$ cat src/rtl/fsm_param.sv
// fsm_param -- flow-control supervisor for an N-channel FIFO array.
//
// Programs per-FIFO almost-full / almost-empty thresholds while in INIT,
// tracks global idle/active status from the FIFO empty flags and captures
// FIFO errors in a sticky ERROR state that only reset leaves.
//
// Optional feature macro: THR_CHECK_EN
//   defined   : every INIT load checks ae >= af per channel into cfg_err_o;
//               leaving INIT with a failing channel goes to ERROR.
//   undefined : cfg_err_o is tied to 0 and INIT always exits to IDLE.
//
// Ports
//   clk          clock, all logic on the rising edge
//   reset        synchronous active-high reset
//   init         request/hold initialisation (threshold programming)
//   fifo_errors  per-FIFO error flags
//   fifo_empties per-FIFO empty flags
//   af_i / ae_i  requested thresholds, channel k at [k*THR_W +: THR_W]
//   af_o / ae_o  programmed thresholds driven to the FIFOs
//   error_out    sticky captured FIFO errors
//   cfg_err_o    per-channel threshold-check failure
//   active_out   state == ACTIVE
//   idle_out     state == IDLE
//   state_o      current state encoding
module fsm_param #(
  parameter int NUM_FIFOS   = 8,
  parameter int THR_W       = 4,
  parameter int IDLE_CYCLES = 4
) (
  input  logic                       clk,
  input  logic                       reset,
  input  logic                       init,
  input  logic [NUM_FIFOS-1:0]       fifo_errors,
  input  logic [NUM_FIFOS-1:0]       fifo_empties,
  input  logic [NUM_FIFOS*THR_W-1:0] af_i,
  input  logic [NUM_FIFOS*THR_W-1:0] ae_i,
  output logic [NUM_FIFOS*THR_W-1:0] af_o,
  output logic [NUM_FIFOS*THR_W-1:0] ae_o,
  output logic [NUM_FIFOS-1:0]       error_out,
  output logic [NUM_FIFOS-1:0]       cfg_err_o,
  output logic                       active_out,
  output logic                       idle_out,
  output logic [2:0]                 state_o
);

  localparam int CNT_W = $clog2(IDLE_CYCLES + 1);
  localparam logic [CNT_W-1:0] CNT_MAX  = '1;
  localparam logic [CNT_W-1:0] CNT_LAST = CNT_W'(IDLE_CYCLES - 1);

  typedef enum logic [2:0] {
    S_RESET  = 3'd0,
    S_INIT   = 3'd1,
    S_IDLE   = 3'd2,
    S_ACTIVE = 3'd3,
    S_ERROR  = 3'd4
  } state_t;

  state_t               state, stateNext;
  logic [CNT_W-1:0]     idleCnt, idleCntNext;
  logic [NUM_FIFOS-1:0] errNext;
  logic [NUM_FIFOS-1:0] cfgChk;
  logic                 load;
  logic                 allEmpty, anyErr;

  // Saturating increment: the idle counter must never wrap.
  function automatic logic [CNT_W-1:0] satInc(input logic [CNT_W-1:0] v);
    if (v == CNT_MAX) return v;
    return v + 1'b1;
  endfunction

  assign allEmpty = &fifo_empties;
  assign anyErr   = |fifo_errors;

`ifdef THR_CHECK_EN
  always_comb begin
    cfgChk = '0;
    for (int k = 0; k < NUM_FIFOS; k++)
      cfgChk[k] = (ae_i[k*THR_W +: THR_W] >= af_i[k*THR_W +: THR_W]);
  end
`else
  assign cfgChk    = '0;
  assign cfg_err_o = '0;
`endif

  // Next-state logic. Priority in INIT/IDLE/ACTIVE:
  // error > init > empties (reset is handled in the register block).
  always_comb begin
    stateNext   = state;
    idleCntNext = idleCnt;
    errNext     = error_out;
    load        = 1'b0;
    case (state)
      S_RESET: begin
        stateNext   = S_INIT;
        idleCntNext = '0;
      end
      S_INIT, S_IDLE, S_ACTIVE: begin
        if (anyErr) begin
          stateNext = S_ERROR;
          errNext   = fifo_errors;
        end else if (init) begin
          stateNext   = S_INIT;
          load        = 1'b1;
          idleCntNext = '0;
        end else if (state == S_INIT) begin
          // The cycle init drops still loads; the check result of this
          // same load decides where INIT exits to.
          load        = 1'b1;
          idleCntNext = '0;
          stateNext   = (|cfgChk) ? S_ERROR : S_IDLE;
        end else if (state == S_IDLE) begin
          idleCntNext = '0;
          if (!allEmpty) stateNext = S_ACTIVE;
        end else begin
          if (!allEmpty) begin
            idleCntNext = '0;
          end else if (idleCnt == CNT_LAST) begin
            stateNext   = S_IDLE;
            idleCntNext = '0;
          end else begin
            idleCntNext = satInc(idleCnt);
          end
        end
      end
      S_ERROR: begin
        errNext = error_out | fifo_errors;
      end
      default: begin
        stateNext   = S_RESET;
        idleCntNext = '0;
      end
    endcase
  end

  always_ff @(posedge clk) begin
    if (reset) begin
      state      <= S_RESET;
      idleCnt    <= '0;
      error_out  <= '0;
      af_o       <= '0;
      ae_o       <= '0;
      active_out <= 1'b0;
      idle_out   <= 1'b0;
`ifdef THR_CHECK_EN
      cfg_err_o  <= '0;
`endif
    end else begin
      state      <= stateNext;
      idleCnt    <= idleCntNext;
      error_out  <= errNext;
      active_out <= (stateNext == S_ACTIVE);
      idle_out   <= (stateNext == S_IDLE);
      if (load) begin
        af_o <= af_i;
        ae_o <= ae_i;
`ifdef THR_CHECK_EN
        cfg_err_o <= cfgChk;
`endif
      end
    end
  end

  assign state_o = state;

endmodule

$ cat config.mk
export PLATFORM = sky130hd
export DESIGN_NAME = fsm_param
export DESIGN_NICKNAME = d
export VERILOG_FILES = /design/src/rtl/fsm_param.sv
export SDC_FILE = /design/constraint.sdc
export NUM_CORES = 1
export LEC_CHECK = 0
export ABC_AREA = 1
export CAP_MARGIN = 10
export CORE_ASPECT_RATIO = 0.9
export CORE_MARGIN = 1.5
export CORE_UTILIZATION = 36
export CTS_CLUSTER_SIZE = 10
export DETAILED_ROUTE_END_ITERATION = 8
export HOLD_SLACK_MARGIN = 0.08
export PLACE_DENSITY = 0.75
export SYNTH_ARGS = -nofsm -noshare
export SYNTH_HDL_FRONTEND = slang
export SYNTH_SLANG_ARGS = --single-unit
$ cat constraint.sdc
create_clock -name clk -period 1.5 [get_ports clk]
set_clock_uncertainty 0.2 [all_clocks]
set_input_delay 0.3 -clock clk [delete_from_list [all_inputs] [get_ports clk]]
set_output_delay 0.3 -clock clk [all_outputs]
set_load 0.005 [all_outputs]
==> results.cfg <==
[outcome]
outcome = finished with violations
violations = negative setup slack

[logic_synthesis]
ys.warnings.count = 0
yosys.area.top_type = dfxtp_1
syn_avg_cell_area_um2 = 8.147
synthSimpleGateAreaFrac_pct = 8.699
ys_ff_latch = 80
synth_xor_xnor_area_share_pct = 0
synth_top_family_by_area = compound AO/OA/AOI/OAI gates
synth_mux_area_share_pct = 0
synth.distinct_cells = 26
syn_inst = 399
synth_top_area_share_pct = 49.27
ys_seq_area_share_pct = 49.27
synth-compound-area-share_pct = 22.52
syn_area_um2 = 3251
synth-adder-area-share_pct = 0.3849
yosys-top-cells-area = dfxtp_1 49%, a21oi_1 10%, inv_1 9.8%

[sta]
period_share_pct = 112.5
drv_slew = 0
worst_slack_ns = -0.1873
finalSetupTns_ns = -10.00
hold_violations = 0
setup_violations = 73
period_needed_ns = 1.687
rsz0062_at_grt = yes
fmax_mhz = 592.7

[power_and_ir_drop]
vdd_ir_drop_max_mv = 0.5486
power_density_nw_per_um2 = 787.0
leakage_uw = 0.002592

[floorplan]
initial_core_util_pct = 37.41
core.rowCount = 32
die_w_um = 103.2
dieArea_um2 = 9609
io_pins = 168
fp.dieH_um = 93.15
core_um2 = 8688

[clocking]
clk_latency_ns = 0.34
cts_tree = yes
postCtsHoldBufs = 0
clock_sinks = 80
cts_buffer_depth = 2
cts_buffers = 9
cts-root-buf = clkbuf_8
htreeDepth = 3
clkSlewWorstSetupHoldPaths_ns = 0.08

[route]
ant_nets = 0
wl_um = 10390
drt_iter0_markers = 54
vias = 3298
drt_first_pass_iters = 4
route.detailed.drc = 0
wl_per_cell_um = 14.54
viasPerCell = 4.613

[setup_path]
worstSetupPathType = register to register
ff2ff_path_depth = 10
worstSetupEndpointType = register
r2r-end = ae_o[16]
path_max_fanout = 8
crit_family = buffers and inverters
max_stage_delay_ns = 0.34
crit_path_start = state_o[0]
crit_path_top_delay_cell = dfxtp_2
critPathLaunchType = register
r2r_setup_slack_ns = -0.19
cp_num_buf_inv = 4
r2r-start = state_o[0]
required_ns = 1.54
cp_num_cells = 10
endpoint = ae_o[16]
path_cells = buf_6 > inv_4 > nor2_4 > nand2_2 > nand2_4 > nand3_4 > buf_12 > clkbuf_16 > o21ai_1 > a21oi_1
cp.arrival_ns = 1.73

[placement]
dp.cells = 667
place_congestion = 0.7681
port_buffers = 159
dpl.hpwl_um = 5987

[finish]
stdcell_count = 715
syn2layout_area_growth_pct = 81.29
nets = 675
insertedDiodeCount = 0
drive_gt1_share_pct = 33.22

[grt]
grt_max_degree = 63
first_global_vias = 2992
grt_pass1_wl_um = 13230
grt_overflow = 0
antenna_found_initial = 0
groute.usage.overall_pct = 17.37

[hold_path]
hold_class = input port to register

[flow_run]
maxCapViolCount = 0
layer usage:
metal / up-vias / share of wire (%) / track usage (%)
met2: 123 / 50 / 30.26
met3: 9 / 7.0 / 6.054
li1: 1634 / - / -
met5: - / 0 / 0
met1: 1532 / 42 / 19.83
met4: 0 / 1.1 / 5.293
report_power, final:
group	leakage (uW)	internal [uW]	total [uW]	switching [uW]
combinational	0.00183	394	705	311
clock	0.000106	981	1750	769
sequential	0.000659	2160	2180	23.3
total	0.00259	3540	4640	1100
cells in the mapped netlist:
master,instances
nand4_1,3
buf_12,1
buf_6,6
nand3_1,14
buf_2,1
a21oi_2,2
conb_1,1
a21boi_0,1
inv_2,4
nand2_2,3
dfxtp_1,80
nand2_1,19
clkbuf_1,7
nor2_4,2
o21ai_1,54
ha_1,1
nand4_2,1
nand3_4,1
o21ai_2,3
buf_8,7
nor2_1,12
inv_1,85
o21ai_0,16
buf_4,8
a21oi_1,66
nor2_2,1
placed cells by master (no fill, tap or decap), drive strengths merged:
master / instances
a21boi: 1
a21oi: 68
buf: 40
bufinv: 2
clkbuf: 18
clkdlybuf4s15: 1
clkdlybuf4s50: 73
clkinv: 1
clkinvlp: 2
conb: 8
dfxtp: 80
dlygate4sd2: 82
dlymetal6s2s: 1
ha: 1
inv: 89
nand2: 22
nand3: 15
nand4: 4
nor2: 15
o21ai: 73
registers in the layout (all words and copies together), names as in the netlist:
name,flops
active_out,1
ae_o,32
af_o,32
error_out,8
idleCnt,3
idle_out,1
state_o,3
per-stage QoR:
stage                     total power [uW]  setup slack [ns]  hold slack [ns]  area (um2)  util (%)
after detailed placement              2761           -0.5272           0.2344        4882     56.19
after CTS                             4558           -0.1942           0.1507        5207     59.94
final                                 4638           -0.1873           0.1478        5893     67.83
after floorplan                       2430           0.01556           0.1617        3278         -
after global placement                2754           -0.4473           0.2296        4882     56.19
after global routing                  4829           -0.2962           0.1555        5893     67.83
worst min-delay path by stage:
stage | startpoint | to | slack [ns] | cells after the start
floorplan | reset | state_o[0] | 0.16 | 1
global placement | ae_o[5] | ae_o[5] | 0.23 | 2
detailed placement | af_o[16] | af_o[16] | 0.23 | 2
CTS | fifo_errors[3] | error_out[3] | 0.15 | 3
global route | fifo_errors[3] | error_out[3] | 0.16 | 3
finish | fifo_errors[3] | error_out[3] | 0.15 | 3
layout make-up:
cell class	instances	area [um2]
clock inverter	5	80.08
tap	119	148.9
sequential	80	1637
clock buffer	11	141.4
inverter	89	339.1
timing repair buffer	204	2071
multi-input combinational	207	1476
fill	706	2795
cell families (layout without fill, tap and decap cells):
group	count (synthesis)	in the layout
buffers and inverters	119	309
AO/OA/AOI/OAI	142	142
flip-flops	80	80
adder cells (fa/ha/maj)	1	1
AND/OR/NAND/NOR	56	56
other	1	8
worst register-to-register path: cells and delay by family (launching register included):
kind	cells	cell delay, ns
buffers and inverters	4	0.50
AOI/OAI and AO/OA	2	0.18
DFF	1	0.34
and+or+nand+nor	4	0.36
what timing repair did:
| item | CTS | global route |
|---|---|---|
| setup buffers | 14 | 6 |
| setup endpoints to repair | 155 | 80 |
| gates resized for setup | 141 | 115 |
| pin swaps | 4 | 25 |
| cloned | 1 | 11 |
(Power assumes the default switching activity.)
